<file path="src/rtl/mem_cache_op_ctrl_if.sv">
// ---------------------------------------------------------------------------
// mem_cache_op_ctrl_if
// Groups the signals of the MIPS CACHE-instruction sequencer into one
// bundle: the MEM-stage request side, the pipeline control side (flush,
// wb_allowin, busy, done) and the two cache request/ok handshakes.
//
//   req_valid   MEM holds a valid, exception-free CACHE instruction
//   req_op      cache operator; bits[1:0] choose I (00), D (01) or no-op
//   req_addr    cache address from MEM
//   flush       CP0 flush of the MEM stage
//   wb_allowin  WB can accept MEM's instruction this cycle
//   busy        MEM must not complete/advance this cycle
//   done        CACHE op finished, MEM may hand the instruction to WB
//   icache_*    request/op/address to the I-cache, icache_ok back
//   dcache_*    request/op/address to the D-cache, dcache_ok back
//
// Modports:
//   slave  - the sequencer itself
//   master - the surrounding pipeline and caches
// ---------------------------------------------------------------------------
interface mem_cache_op_ctrl_if #(
  parameter int OP_W   = 5,
  parameter int ADDR_W = 32
);

  logic              req_valid;
  logic [OP_W-1:0]   req_op;
  logic [ADDR_W-1:0] req_addr;
  logic              flush;
  logic              wb_allowin;
  logic              busy;
  logic              done;
  logic              icache_req;
  logic [OP_W-1:0]   icache_op;
  logic [ADDR_W-1:0] icache_addr;
  logic              icache_ok;
  logic              dcache_req;
  logic [OP_W-1:0]   dcache_op;
  logic [ADDR_W-1:0] dcache_addr;
  logic              dcache_ok;

  // View from the sequencer
  modport slave (
    input  req_valid, req_op, req_addr, flush, wb_allowin,
    input  icache_ok, dcache_ok,
    output busy, done,
    output icache_req, icache_op, icache_addr,
    output dcache_req, dcache_op, dcache_addr
  );

  // View from the pipeline and the caches
  modport master (
    output req_valid, req_op, req_addr, flush, wb_allowin,
    output icache_ok, dcache_ok,
    input  busy, done,
    input  icache_req, icache_op, icache_addr,
    input  dcache_req, dcache_op, dcache_addr
  );

endinterface

</file>
<file path="src/rtl/mem_cache_op_ctrl.sv">
// ---------------------------------------------------------------------------
// mem_cache_op_ctrl
// Sequences MIPS CACHE instructions that reach the MEM stage. The op and
// address are latched when the instruction is accepted, a request is held
// on the selected cache until that cache answers with ok, and MEM is kept
// busy meanwhile. Completion is then presented to WB as a level on done
// until WB takes the instruction or the stage is flushed.
//
// Ports:
//   clk      single clock
//   rst      synchronous, active-high reset
//   ctrlBus  mem_cache_op_ctrl_if.slave (MEM request, pipeline control,
//            I-cache and D-cache handshakes)
//
// Flow: IDLE -> REQ_I / REQ_D / DONE -> DONE -> IDLE.
// A flush while a cache request is outstanding cannot withdraw the request;
// it only marks the op as killed so that it ends silently without done.
// ---------------------------------------------------------------------------
module mem_cache_op_ctrl #(
  parameter int OP_W   = 5,
  parameter int ADDR_W = 32
) (
  input  logic                  clk,
  input  logic                  rst,
  mem_cache_op_ctrl_if.slave    ctrlBus
);

  typedef enum logic [1:0] {
    IDLE  = 2'd0,
    REQ_I = 2'd1,
    REQ_D = 2'd2,
    DONE  = 2'd3
  } state_t;

  state_t            r_state;
  logic              r_kill;
  logic [OP_W-1:0]   r_op;
  logic [ADDR_W-1:0] r_addr;
  logic              r_icacheReq;
  logic              r_dcacheReq;

  logic              w_accept;
  logic [1:0]        w_target;
  logic              w_reqState;
  logic              w_doneHold;

  // A new CACHE instruction is taken only from IDLE and only when the stage
  // is not being flushed in the same cycle.
  assign w_accept = (r_state == IDLE) && ctrlBus.req_valid && !ctrlBus.flush;
  assign w_target = ctrlBus.req_op[1:0];

  // Main sequencer. The cache request lines are registered alongside the
  // state so they rise exactly on entry to REQ_I/REQ_D and fall on the edge
  // where the matching ok is seen. An ok arriving in the first request cycle
  // is legal and produces a one-cycle request. A flush coinciding with the
  // ok is treated like an earlier flush: the instruction is gone from MEM,
  // so no done may be raised for it.
  always_ff @(posedge clk) begin
    if (rst) begin
      r_state     <= IDLE;
      r_kill      <= 1'b0;
      r_op        <= '0;
      r_addr      <= '0;
      r_icacheReq <= 1'b0;
      r_dcacheReq <= 1'b0;
    end else begin
      unique case (r_state)
        IDLE: begin
          if (w_accept) begin
            r_op   <= ctrlBus.req_op;
            r_addr <= ctrlBus.req_addr;
            unique case (w_target)
              2'b00: begin
                r_state     <= REQ_I;
                r_icacheReq <= 1'b1;
              end
              2'b01: begin
                r_state     <= REQ_D;
                r_dcacheReq <= 1'b1;
              end
              default: begin
                r_state <= DONE;
              end
            endcase
          end
        end

        REQ_I: begin
          if (ctrlBus.icache_ok) begin
            r_icacheReq <= 1'b0;
            r_kill      <= 1'b0;
            if (r_kill || ctrlBus.flush) begin
              r_state <= IDLE;
            end else begin
              r_state <= DONE;
            end
          end else if (ctrlBus.flush) begin
            r_kill <= 1'b1;
          end
        end

        REQ_D: begin
          if (ctrlBus.dcache_ok) begin
            r_dcacheReq <= 1'b0;
            r_kill      <= 1'b0;
            if (r_kill || ctrlBus.flush) begin
              r_state <= IDLE;
            end else begin
              r_state <= DONE;
            end
          end else if (ctrlBus.flush) begin
            r_kill <= 1'b1;
          end
        end

        DONE: begin
          if (ctrlBus.flush || ctrlBus.wb_allowin) begin
            r_state <= IDLE;
          end
        end

        default: begin
          r_state <= IDLE;
        end
      endcase
    end
  end

  // Busy mirrors the data_ok gating of loads/stores: MEM stalls while an op
  // is being accepted or is outstanding, and while a finished op waits for
  // WB. A flush releases the stall because the instruction is discarded.
  assign w_reqState = (r_state == REQ_I) || (r_state == REQ_D);
  assign w_doneHold = (r_state == DONE) && !ctrlBus.wb_allowin && !ctrlBus.flush;
  assign ctrlBus.busy = w_accept || w_reqState || w_doneHold;

  // Done is a level while in DONE, suppressed in the cycle of a flush.
  assign ctrlBus.done = (r_state == DONE) && !ctrlBus.flush;

  assign ctrlBus.icache_req  = r_icacheReq;
  assign ctrlBus.icache_op   = r_op;
  assign ctrlBus.icache_addr = r_addr;
  assign ctrlBus.dcache_req  = r_dcacheReq;
  assign ctrlBus.dcache_op   = r_op;
  assign ctrlBus.dcache_addr = r_addr;

endmodule

</file>
<file path="src/flat_wrapper.sv">
// flat-port wrapper written by rule: the top's interface ports become plain ports
module mem_cache_op_ctrl_flat 
#(
  parameter int OP_W   = 5,
  parameter int ADDR_W = 32
)
  (clk, rst, ctrlBus_req_valid, ctrlBus_req_op, ctrlBus_req_addr, ctrlBus_flush, ctrlBus_wb_allowin, ctrlBus_icache_ok, ctrlBus_dcache_ok, ctrlBus_busy, ctrlBus_done, ctrlBus_icache_req, ctrlBus_icache_op, ctrlBus_icache_addr, ctrlBus_dcache_req, ctrlBus_dcache_op, ctrlBus_dcache_addr);
  mem_cache_op_ctrl_if #(.OP_W(OP_W), .ADDR_W(ADDR_W)) ctrlBus_i ();
  input  logic clk;
  input  logic rst;
  input wire logic [$bits(ctrlBus_i.req_valid)-1:0] ctrlBus_req_valid;
  input wire logic [$bits(ctrlBus_i.req_op)-1:0] ctrlBus_req_op;
  input wire logic [$bits(ctrlBus_i.req_addr)-1:0] ctrlBus_req_addr;
  input wire logic [$bits(ctrlBus_i.flush)-1:0] ctrlBus_flush;
  input wire logic [$bits(ctrlBus_i.wb_allowin)-1:0] ctrlBus_wb_allowin;
  input wire logic [$bits(ctrlBus_i.icache_ok)-1:0] ctrlBus_icache_ok;
  input wire logic [$bits(ctrlBus_i.dcache_ok)-1:0] ctrlBus_dcache_ok;
  output wire logic [$bits(ctrlBus_i.busy)-1:0] ctrlBus_busy;
  output wire logic [$bits(ctrlBus_i.done)-1:0] ctrlBus_done;
  output wire logic [$bits(ctrlBus_i.icache_req)-1:0] ctrlBus_icache_req;
  output wire logic [$bits(ctrlBus_i.icache_op)-1:0] ctrlBus_icache_op;
  output wire logic [$bits(ctrlBus_i.icache_addr)-1:0] ctrlBus_icache_addr;
  output wire logic [$bits(ctrlBus_i.dcache_req)-1:0] ctrlBus_dcache_req;
  output wire logic [$bits(ctrlBus_i.dcache_op)-1:0] ctrlBus_dcache_op;
  output wire logic [$bits(ctrlBus_i.dcache_addr)-1:0] ctrlBus_dcache_addr;
  assign ctrlBus_i.req_valid = ctrlBus_req_valid;
  assign ctrlBus_i.req_op = ctrlBus_req_op;
  assign ctrlBus_i.req_addr = ctrlBus_req_addr;
  assign ctrlBus_i.flush = ctrlBus_flush;
  assign ctrlBus_i.wb_allowin = ctrlBus_wb_allowin;
  assign ctrlBus_i.icache_ok = ctrlBus_icache_ok;
  assign ctrlBus_i.dcache_ok = ctrlBus_dcache_ok;
  assign ctrlBus_busy = ctrlBus_i.busy;
  assign ctrlBus_done = ctrlBus_i.done;
  assign ctrlBus_icache_req = ctrlBus_i.icache_req;
  assign ctrlBus_icache_op = ctrlBus_i.icache_op;
  assign ctrlBus_icache_addr = ctrlBus_i.icache_addr;
  assign ctrlBus_dcache_req = ctrlBus_i.dcache_req;
  assign ctrlBus_dcache_op = ctrlBus_i.dcache_op;
  assign ctrlBus_dcache_addr = ctrlBus_i.dcache_addr;
  mem_cache_op_ctrl #(.OP_W(OP_W), .ADDR_W(ADDR_W)) u_core (.clk(clk), .rst(rst), .ctrlBus(ctrlBus_i));
endmodule
</file>
<file path="config.mk">
export PLATFORM = sky130hd
export DESIGN_NAME = mem_cache_op_ctrl_flat
export DESIGN_NICKNAME = d
export VERILOG_FILES = /design/src/rtl/mem_cache_op_ctrl_if.sv /design/src/rtl/mem_cache_op_ctrl.sv /design/src/flat_wrapper.sv
export SDC_FILE = /design/constraint.sdc
export NUM_CORES = 1
export LEC_CHECK = 0
export ABC_AREA = 1
export BUFFER_PORTS_ARGS = -buffer_cell sky130_fd_sc_hd__buf_2
export CAP_MARGIN = 20
export CORE_MARGIN = 2
export CORE_UTILIZATION = 42
export DETAILED_ROUTE_END_ITERATION = 10
export GPL_ROUTABILITY_DRIVEN = 0
export PLACE_DENSITY = 0.88
export RECOVER_POWER = 25
export SETUP_SLACK_MARGIN = 0.02
export SYNTH_ARGS = -nofsm -noshare
export SYNTH_HDL_FRONTEND = slang
export SYNTH_SLANG_ARGS = --single-unit
</file>
<file path="constraint.sdc">
create_clock -name clk -period 4.32 [get_ports clk]
set_input_delay 0.864 -clock clk [delete_from_list [all_inputs] [get_ports clk]]
set_output_delay 0.864 -clock clk [all_outputs]
set_load 0.02 [all_outputs]
</file>
After elaboration in Yosys (flattened, before gate mapping):

Index checks and enable logic that the tools add are counted.

* logic and storage cells: 56
* input port bits: 44
* output and inout bits: 78
* register bits: 42

* reductions and logical operators: 21
* muxes and demuxes: 19
* eq/ne operators: 10

Operator list (number)
* $reduce_and A4 Y1: 3
* $mux W2: 5
* $mux W1: 9
* $ne A2 B2 Y1 const B: 4
* $pmux W2 S4: 1
* $pmux W1 S2: 3
* $reduce_bool A2 Y1: 3
* $logic_and A1 B1 Y1: 5
* $logic_or A1 B1 Y1: 5
* $eq A2 B1 Y1 const B: 2
* $eq A2 B2 Y1 const B: 2
* $logic_not A2 Y1: 2
* $ne A2 B1 Y1 const B: 2
* $pmux W2 S2: 1
* $logic_not A1 Y1: 2
* $reduce_and A2 Y1: 1

Depth between registers and ports, before layout:

Gate-level depths: netlist of run 1.

* word-level depth: 5
* mapped depth: 10
* depth with buffers taken out: 10

Worst setup path after synthesis of run 1:

No wires, ideal clock.

* path type: input -> output
* start point: input port ctrlBus_flush
* end point: output port ctrlBus_busy
* stages on the path: 4
* required time: 3456 ps
* path buffers: 1
* setup slack: 1931 ps
* arrival time: 1525 ps
* path through: nor3_4 inv_2 buf_6 nand3_1

* longest elaborated chain between the ends: 4
* elaborated cells between the ends (all ways): 5
* those cells by class: reduce/logical (5)

RTL lines
* start, declared: line flat_wrapper.sv:14 `input wire logic [$bits(ctrlBus_i.flush)-1:0] ctrlBus_flush;`
* $logic_not A1 Y1 (*): line mem_cache_op_ctrl.sv:49, mem_cache_op_ctrl.sv:133
* $logic_and A1 B1 Y1: line mem_cache_op_ctrl.sv:49 `assign w_accept = (r_state == IDLE) && ctrlBus.req_valid && !ctrlBus.flush;`
* $logic_or A1 B1 Y1: line mem_cache_op_ctrl.sv:134 `assign ctrlBus.busy = w_accept || w_reqState || w_doneHold;`
* $logic_or A1 B1 Y1 (*): line mem_cache_op_ctrl.sv:134
* end, declared: line flat_wrapper.sv:18 `output wire logic [$bits(ctrlBus_i.busy)-1:0] ctrlBus_busy;`

Every way passes the cells marked *; elsewhere a longest branch is shown, timed or not.

Final worst setup path of run 1:

* start point: register u_core.r_state[0]
* end point: output port ctrlBus_busy

* longest elaborated chain between the ends: 5
* elaborated cells between the ends (all ways): 11
* those cells by class: eq/ne (3); reduce/logical (8)

RTL lines
* start, declared: line mem_cache_op_ctrl.sv:35 `state_t r_state;`
* start signal, assigned: line mem_cache_op_ctrl.sv:60 `r_state <= IDLE;`
* start signal, assigned: line mem_cache_op_ctrl.sv:74 `r_state <= REQ_I;`
* start signal, assigned: line mem_cache_op_ctrl.sv:78 `r_state <= REQ_D;`
* $logic_not A2 Y1: line mem_cache_op_ctrl.sv:49
* $logic_and A1 B1 Y1 (2 in series): line mem_cache_op_ctrl.sv:49
* $logic_or A1 B1 Y1: line mem_cache_op_ctrl.sv:134
* $logic_or A1 B1 Y1 (*): line mem_cache_op_ctrl.sv:134

Marks and branches as above.

==> impl_results.md, run 1 <==
- Grt ovf: 0
- Drt pass-1 iters: 4
- Reg-to-Reg Start: u_core.r_state[0]$_SDFFE_PP0P_
- Detail Placement HPWL: 3139 um
- R2R Path End: u_core.ctrlBus.dcache_addr[1]$_SDFFE_PP0P_
- Sw power: 0.0005933 W
- Post-synth cell types: 17
- First-pass GRT wire length: roughly 6700 um
- TritonCTS buffer count: 5
- Post-CTS Setup Inserts: 0
- Die span in y: 73.39 um
- Leakage: 1.306 nW
- Syn avg cell area: 7.353 um2
- Register-to-Register Path Depth: 7
- Post-CTS resize count: 0
- Count of final hold-check violations: 0
- Drt drc: 0
- Synth top area share: about 42%
- Initial antenna violation count: 0
- Tcrit/Tclk final: between 60% and 70%
- Largest net degree at the start of global routing: 42
- Post-Syn Instances: 275
- Sw frac: between 40% and 50%
- Post-synth EDFFs: 0
- Fin area: 0.002440 mm2
- Vias in the first global route: 1594
- Detailed-route via count: ~1900
- #FFs+latches synth: 42
- HP Class: flip-flop to flip-flop
- Final nets: 405
- Hold Startpoint: u_core.ctrlBus.icache_req$_SDFFE_PP0P_
- Power share of the sequential group: between 30% and 40%
- Post-synth top area cell: dfxtp_1
- Core area: 0.004692 mm2
- Initial core utilization: 43.09%
- CP bufs+invs: 4
- Post-layout util: 52.00%
- Area after DPL: 0.002340 mm2
- Crit-path cells: inv_1, ha_1, inv_2, nor3_4, inv_2, nand3_1, buf_2
- Combinational Power Share: approximately two fifths
- Slew margin rel.: 32.59%
- Port bufs: between 100 and 150
- Skew final: 0.003695 ns
- Setup TNS: 0 ns
- Drt first-iter violations: between 50 and 60
- Synth-to-Final Area Change: 20.67%
- Final Slew Violations: 0
- Maxcap violations: 0
- CP max FO: 37
- CTS tree: built
- Internal power: approximately 0.0009 W
- WL/cell: between 10 and 15 um
- Syn. warnings: 0
- Via/cell ratio: roughly 4.6
- Row cnt: 25
- Critical path required time: 3.46 ns
- Max Fclk: 359.1 MHz
- Setup crit start kind: flip-flop
- Dominant synthesized flop cell: dfxtp_1
- Mapped Area: 0.002022 mm2
- CP peak stage delay: between 0.4 and 0.5 ns
- Delay-heaviest family, CP: buffers and inverters
- Pwr Density: about 610 mW/mm2
- CTS Root Cell: clkbuf_8
- Syn Nets: 324
- Worst hold endpoint: u_core.ctrlBus.icache_req$_SDFFE_PP0P_
- Top Ports: around 120
- ANT cells: 0
- Clock Power Share: 24.6%
- Worst hold slack: approximately 0.47 ns
- Gr usage total: between 10% and 20%
- Most common library cells after synthesis: nor2_1, dfxtp_1, buf_4, o21ai_0, inv_1
- Total power: 0.001476 W
- CP Data Arrival Time: 1.92 ns
- Die area: 0.005385 mm2
- Setup Viol. Count Final: 0
- Area contributors post-synth: dfxtp_1, nor2_1, buf_4, o21ai_0, ha_1
- Crit path top cell by count: inv_2
- Post-CTS Hold Buffers: 0
- Filler cells: 470
- Synth async-reset ratio: 0%
- CP Class: flip-flop to output port
- Post-synthesis sequential area ratio: 41.58%
- Sink Count: 42
- H-tree levels: 2
- RSZ-0062 raised after global routing: false
- CP endpoint kind: output port
- Peak VDD IR: approximately 0.32 mV
- ANT nets after route: 0
- Post-layout minimum cycle time: approximately 2.8 ns
- Layout cells sized above 1: around 29%
- Worst-margin pin slew: 1.010 ns
- Routed wire length: 4327 um
- Outcome: complete, no violations
- Max clock buf depth: 2
- R2R Setup Slk: 2.65 ns
- Chip Width: 73.39 um
- Reg clk slew, reported paths: 0.08 ns
- Worst-Skew Late Latency: 0.29 ns
- Slowest CP cell: inv_2
- Worst hold stages: 2
- Most frequent cell after synthesis: nor2_1
[through the flow]
step | setup WS (ns) | std cells
after floorplan | 1.931 | 275
after global placement | 1.569 | 403
after detailed placement | 1.544 | 403
after CTS | 1.466 | 411
after global routing | 1.319 | 411
final | 1.535 | 411
[routing by layer]
| layer | vias up | global-route usage, % | share of wire (%) |
|---|---|---|---|
| met5 | - | 0 | 0 |
| met4 | 0 | 5.253 | 0.88 |
| met3 | 4 | 4.664 | 7.9 |
| met2 | 90 | 27.33 | 49 |
| met1 | 828 | 17.91 | 42 |
| li1 | 982 | - | - |
[worst register-to-register path, stage by stage (launching register included)]
cell	delay, ns
dfxtp_1	0.34
inv_1	0.11
ha_1	0.23
inv_2	0.08
nor3_4	0.18
buf_4	0.36
o21ai_0	0.14
nor2_1	0.16
[final cells by class]
class	instances	area (um2)	share of cell area (%)
well taps	54	67.56	2.769
repair buffers	122	575.6	23.59
clock buffers	5	68.82	2.821
multi-input cells	167	750.7	30.77
inverters	18	67.56	2.769
flip-flops and latches	42	840.8	34.46
clock inverters	3	68.82	2.821
[flip-flops by register name (all words and copies together) (netlist names)]
signal and flops:
u_core.ctrlBus.dcache_addr 32, u_core.ctrlBus.dcache_op 5, u_core.r_state 2, u_core.ctrlBus.dcache_req 1, u_core.ctrlBus.icache_req 1, u_core.r_kill 1
[power by group through the flow]
| stage | Sequential [W] | Combinational (W) | Clock (W) |
|---|---|---|---|
| after floorplan | 0.000597 | 0.000437 | 0 |
| after global placement | 0.000519 | 0.000603 | 0 |
| after detailed placement | 0.000523 | 0.000613 | 0 |
| after CTS | 0.000515 | 0.000614 | 0.000380 |
| after global routing | 0.000527 | 0.000670 | 0.000393 |
| final | 0.000516 | 0.000597 | 0.000364 |
[worst max path at each step]
stage	endpoint	cells after the start	startpoint	slack (ns)
6_report	ctrlBus_busy	7	u_core.r_state[0]$_SDFFE_PP0P_	1.54
4_1_cts	ctrlBus_busy	7	u_core.r_state[0]$_SDFFE_PP0P_	1.47
3_3_place_gp	ctrlBus_busy	6	ctrlBus_req_valid	1.57
3_5_place_dp	ctrlBus_busy	6	ctrlBus_req_valid	1.54
5_1_grt	ctrlBus_busy	7	u_core.r_state[0]$_SDFFE_PP0P_	1.32
2_1_floorplan	ctrlBus_busy	4	ctrlBus_flush	1.93
[cells by family after synthesis]
family	after synthesis	share of synthesized area (%)
buffers and inverters	66	21.29
AO/OA/AOI/OAI	48	11.88
AND/OR/NAND/NOR	114	22.15
adder cells (fa/ha/maj)	5	3.094
flip-flops	42	41.58
[placed cells by master, fill, tap and decap left out, drive strengths merged]
master   n
a21oi    5
buf     92
bufinv   2
clkbuf  35
clkinv   1
dfxtp   42
ha       5
inv     18
nand2   15
nand3    6
nor2    92
nor3     1
o21ai   43
No activity file was read; power rests on OpenSTA's default activity.
==> inputs of run 2 (changes only) <==
clock period = 2.91 ns   (was 4.32 ns; I/O delays follow)
==> run 2 against run 1 <==
First-iteration DRC count increased by 50%. Hold slack got worse by 0.0040 ns. Final area decreased by 0.97%. Register-to-register slack got worse by 1.4 ns. Critical path depth unchanged. Clock-buffer cell count increased by 2. Final cell count increased by 0.24%. Total power increased by 42%. Largest cell class unchanged. Largest power group unchanged.
==> impl_results.md, run 2 (synthesized netlist as in run 1, its figures left out) <==
- Outcome: complete, no violations
- CP endpoint kind: output port
- Sink Count: 42
- Top Ports: 122
- CTS Root Cell: clkbuf_8
- Drt pass-1 iters: 4
- TritonCTS buffer count: 5
- Combinational Power Share: 42.7%
- Dpl cells: 404
- Pwr Density: 869.6 mW/mm2
- Synth-to-Final Area Change: 19.49%
- Grt ovf: 0
- Vias in the first global route: 1574
- Critical path required time: 2.33 ns
- Detailed-route via count: 1908
- Peak VDD IR: between 0.4 and 0.5 mV
- Setup crit start kind: flip-flop
- CP Data Arrival Time: between 1.5 and 2 ns
- ANT cells: 0
- Power share of the sequential group: 36.4%
- Drt first-iter violations: 81
- Clock Power Share: 20.9%
- Most frequent cells in the layout: nor2_1, buf_2, dfxtp_1, o21ai_0, clkbuf_1
- Drt drc: 0
- Post-CTS Setup Inserts: 0
- CTS tree: built
- Die span in y: 73.39 um
- Finished Layout Cells: 412
- CP peak stage delay: around 0.44 ns
- Internal power: between 0.001 and 0.0015 W
- Row cnt: 25
- Sw frac: a little over two fifths
- Slew margin rel.: 60.41%
- Max reg flops: 32
- HP Class: input pin to flip-flop
- Commonest non-fill, non-tap cell in the layout: nor2_1
- CP max FO: 37
- Skew final: 0.003290 ns
- Port bufs: 121
- Delay-heaviest family, CP: buffers and inverters
- Via/cell ratio: 4.631
- Post-layout util: about half
- ANT nets after route: 0
- Final Slew Violations: 0
- Initial core utilization: 43.09%
- Final nets: 406
- Die area: 0.005385 mm2
- Post-CTS resize count: 0
- Max Fclk: 397.0 MHz
- Slowest CP cell: inv_2
- Leakage: between 1 and 1.5 nW
- Setup Viol. Count Final: 0
- Setup TNS: 0 ns
- Crit-path cells: inv_1, ha_1, inv_2, nor3_4, inv_2, nand3_1, buf_2
- Largest net degree at the start of global routing: 40
- Detail Placement HPWL: 3220 um
- Gr usage total: 15.54%
- RSZ-0062 raised after global routing: false
- First-pass GRT wire length: around 6600 um
- H-tree levels: 2
- Count of final hold-check violations: 0
- Worst-margin pin slew: 0.5929 ns
- WL/cell: 10.61 um
- Max clock buf depth: 2
- Core area: about 0.0047 mm2
- Crit path top cell by count: inv_2
- Maxcap violations: 0
- Sw power: just under 0.0009 W
- CP Class: flip-flop to output port
- Routed wire length: 4370 um
- Post-CTS Hold Buffers: 0
- Tcrit/Tclk final: 86.55%
- Reg clk slew, reported paths: 0.08 ns
- CP bufs+invs: 4
- Chip Width: 73.39 um
- Layout cells sized above 1: 28.49%
- Post-layout minimum cycle time: between 2 and 3 ns
- Initial antenna violation count: 0
- Worst-Skew Late Latency: 0.28 ns
run 2: cell types whose count changed in the layout (fill, tap and decap cells not counted), sizes merged:
cell,change
clkbuf,+2
clkinv,-1
buf,+1
bufinv,-1
run 2: power by group through the flow:
stage                     Combinational (W)  Clock (W)  Sequential [W]
after floorplan                    0.000648          0        0.000886
after global placement             0.000897          0        0.000769
final                              0.000897   0.000439        0.000764
after detailed placement           0.000912          0        0.000776
after CTS                          0.000914   0.000462        0.000764
after global routing               0.000989   0.000480        0.000781
run 2: final timing paths:
kind                                          startpoint  cells past startpoint  slack (ns)                                endpoint
setup / recovery          u_core.r_state[0]$_SDFFE_PP0P_                      7        0.39                            ctrlBus_busy
hold / removal                                       rst                      2        0.46  u_core.ctrlBus.icache_req$_SDFFE_PP0P_
hold reg to reg   u_core.ctrlBus.icache_req$_SDFFE_PP0P_                      2        0.46  u_core.ctrlBus.icache_req$_SDFFE_PP0P_
setup reg to reg          u_core.r_state[0]$_SDFFE_PP0P_                      7        1.21  u_core.ctrlBus.icache_req$_SDFFE_PP0P_
run 2: layout make-up:
class	count	area [um2]
sequential	42	840.8
fill	475	2276
clock inverter	1	30.03
multi-input combinational	167	750.7
inverter	18	67.56
clock buffer	7	76.32
tap	54	67.56
timing repair buffer	123	583.1
run 2: metal layers:
layer	global-route usage, %	routed length (um)	part of all wire, %
met5	0	0	0
met4	4.242	31	0.71
met3	4.390	338	7.7
met2	28.23	2120	49
met1	17.74	1880	43
run 2: worst reg2reg max path: cells and delay by family, from the launching register on:
kind                     cells  cell delay (ns)
buffers and inverters        3             0.56
AO/OA/AOI/OAI                1             0.16
adder cells (fa/ha/maj)      1             0.24
flip-flops                   1             0.34
AND/OR/NAND/NOR              2             0.34
run 2: metrics by stage:
step,cell area [um2],setup WS [ns],hold WS [ns],power [W]
global placement,2347,0.7299,0.4449,0.001666
CTS,2454,0.3482,0.4515,0.002140
floorplan,2022,0.9981,0.4974,0.001534
finish,2416,0.3914,0.4625,0.002101
global route,2416,0.2050,0.4502,0.002250
detailed placement,2347,0.6733,0.4557,0.001688
==> inputs of run 3 (changes only) <==
--- a/config.mk
+++ b/config.mk
@@ -13,5 +13,5 @@
 export DETAILED_ROUTE_END_ITERATION = 10
 export GPL_ROUTABILITY_DRIVEN = 0
-export PLACE_DENSITY = 0.88
+export PLACE_DENSITY = 0.75
 export RECOVER_POWER = 25
 export SETUP_SLACK_MARGIN = 0.02
==> constraint.sdc (replaced) <==
create_clock -name clk -period 2.91 [get_ports clk]
set_input_delay 0.1455 -clock clk [delete_from_list [all_inputs] [get_ports clk]]
set_output_delay 0.1455 -clock clk [all_outputs]
set_load 0.02 [all_outputs]
==> run 3 against run 2 <==
Combinational power is essentially flat. Wire length grew 6.9%. Clock skew down 0.00055 ns. Final cell count shrank 0.24%. Non-clock buffer count is 1 lower. Clock power increased by 29%. Die area stayed put. Clock-buffer cell count decreased by 1. First-iteration DRC count up 4.9%. Setup slack gained 0.41 ns.
==> impl_results.md, run 3 (synthesized netlist as in run 1, its figures left out) <==
- Final Slew Violations: 0
- Grt ovf: 0
- Dpl ws: 1.101 ns
- Worst-Skew Late Latency: roughly 0.29 ns
- TritonCTS buffer count: 5
- Die span in y: 73.39 um
- Die area: 0.005385 mm2
- Post-CTS resize count: 0
- Critical path required time: 2.76 ns
- Reg-to-Reg Start: u_core.r_state[0]$_SDFFE_PP0P_
- Internal power: 0.001334 W
- Hold Startpoint: rst
- CTS tree: built
- CTS Root Cell: clkbuf_8
- Filler cells: 483
- Post-CTS Hold Buffers: 0
- Max reg flops: 32
- Post-layout minimum cycle time: 2.106 ns
- Reg clk slew, reported paths: about 0.08 ns
- Commonest non-fill, non-tap cell in the layout: nor2_1
- Leakage: ~1.3 nW
- Pwr Density: 912.1 mW/mm2
- Delay-heaviest family, CP: buffers and inverters
- ANT nets after route: 0
- Layout cells sized above 1: 28.85%
- H-tree levels: 2
- Final nets: 405
- Peak VDD IR: 0.4052 mV
- Setup WS post-layout: 0.8037 ns
- Setup crit start kind: flip-flop
- Sink Count: 42
- Slowest CP cell: inv_2
- Max clock buf depth: 2
- Initial core utilization: 43.09%
- Gr usage total: roughly 17%
- Drt drc: 0
- ANT cells: 0
- Via/cell ratio: between 4 and 5
- Reg area: between 800 and 900 um2
- WL/cell: 11.37 um
- Crit path top cell by count: inv_2
- Top Ports: 122
- Post-CTS Setup Inserts: 0
- Initial antenna violation count: 0
- Clock Power Share: 25.3%
- Core area: 0.004692 mm2
- Vias in the first global route: 1576
- Drt first-iter violations: 85
- Row cnt: 25
- HP Class: input pin to flip-flop
- Power share of the sequential group: between 30 and 40%
- CP Data Arrival Time: 1.96 ns
- Combinational Power Share: slightly above 40%
- Setup Viol. Count Final: 0
- Most frequent cells in the layout: nor2_1, buf_2, dfxtp_1, o21ai_0, clkbuf_1
- Area of the multi-input gates: roughly 750 um2
- Outcome: complete, no violations
- CP endpoint kind: output port
- Count of final hold-check violations: 0
- Crit-path cells: inv_1, ha_1, inv_2, nor3_4, inv_2, nand3_1, buf_2
- CP peak stage delay: 0.45 ns
- Sw power: 0.0008964 W
- Largest net degree at the start of global routing: 42
- CP Class: flip-flop to output port
- Setup TNS: 0 ns
- Synth-to-Final Area Change: 20.92%
- CP max FO: 37
- Detail Placement HPWL: ~3400 um
- RSZ-0062 raised after global routing: false
- Max Fclk: 474.8 MHz
- CP startpoint: u_core.r_state[0]$_SDFFE_PP0P_
- Port bufs: 121
- Maxcap violations: 0
- Worst-margin pin slew: 1.065 ns
- Skew final: 0.002743 ns
- Drt pass-1 iters: 4
- First-pass GRT wire length: just over 7000 um
- Sw frac: 40.20%
- CP bufs+invs: 4
- Slew margin rel.: between 20 and 30%
- Tcrit/Tclk final: 72.38%
- Chip Width: 73.39 um
- Routed wire length: 4673 um
- Detailed-route via count: between 1500 and 2000
-- run 3: changes by cell type in the layout (fill, tap and decap cells not counted) --
cell,change
buf_4,-1
bufinv_16,+1
clkbuf_1,-2
clkbuf_8,+1
-- run 3: layout make-up --
class	count	share of cell area, %
clock buffer	6	3.378
clock inverter	2	2.457
inverter	18	2.764
multi-input combinational	167	30.71
sequential	42	34.39
tap	54	2.764
timing repair buffer	122	23.54
-- run 3: final timing paths --
kind / cells after the start / slack, ns / end
worst min-delay path: 2 / 0.04 / u_core.ctrlBus.icache_req$_SDFFE_PP0P_
worst max-delay path: 7 / 0.80 / ctrlBus_busy
worst min register to register: 2 / 0.48 / u_core.ctrlBus.icache_req$_SDFFE_PP0P_
worst max register to register: 7 / 1.20 / u_core.ctrlBus.icache_req$_SDFFE_PP0P_
-- run 3: per-stage QoR --
stage	std cells	hold slack (ns)	cell area (um2)	utilization, %	power, W
3_3_place_gp	403	0.3245	2340	49.87	0.001678
2_1_floorplan	275	0.2146	2022	-	0.001534
4_1_cts	411	0.02764	2482	52.91	0.002265
6_report	411	0.03907	2445	52.11	0.002230
5_1_grt	411	0.03249	2445	52.11	0.002389
3_5_place_dp	403	0.3431	2340	49.87	0.001694
-- run 3: worst reg2reg max path, cell delays in order (launching register included) --
cell and delay, ns:
dfxtp_1 0.34, inv_1 0.11, ha_1 0.23, inv_2 0.08, nor3_4 0.18, buf_4 0.38
nand3_1 0.15, a21oi_1 0.18
-- run 3: power by group through the flow --
| stage | Sequential, W | Clock, W | Combinational, W |
|---|---|---|---|
| 2_1_floorplan | 0.000886 | 0 | 0.000648 |
| 3_3_place_gp | 0.000771 | 0 | 0.000907 |
| 3_5_place_dp | 0.000777 | 0 | 0.000917 |
| 4_1_cts | 0.000765 | 0.000580 | 0.000920 |
| 5_1_grt | 0.000783 | 0.000604 | 0.00100 |
| 6_report | 0.000766 | 0.000565 | 0.000899 |
-- run 3: layer usage --
metal / GRT usage (%) / share of wire [%] / vias up / routed length, um
met1: 22.14 / 45 / 842 / 2092
met5: 0 / 0 / - / 0
met3: 4.252 / 7.6 / 8 / 355
li1: - / - / 980 / -
met2: 26.93 / 46 / 88 / 2165
met4: 6.667 / 1.3 / 0 / 59
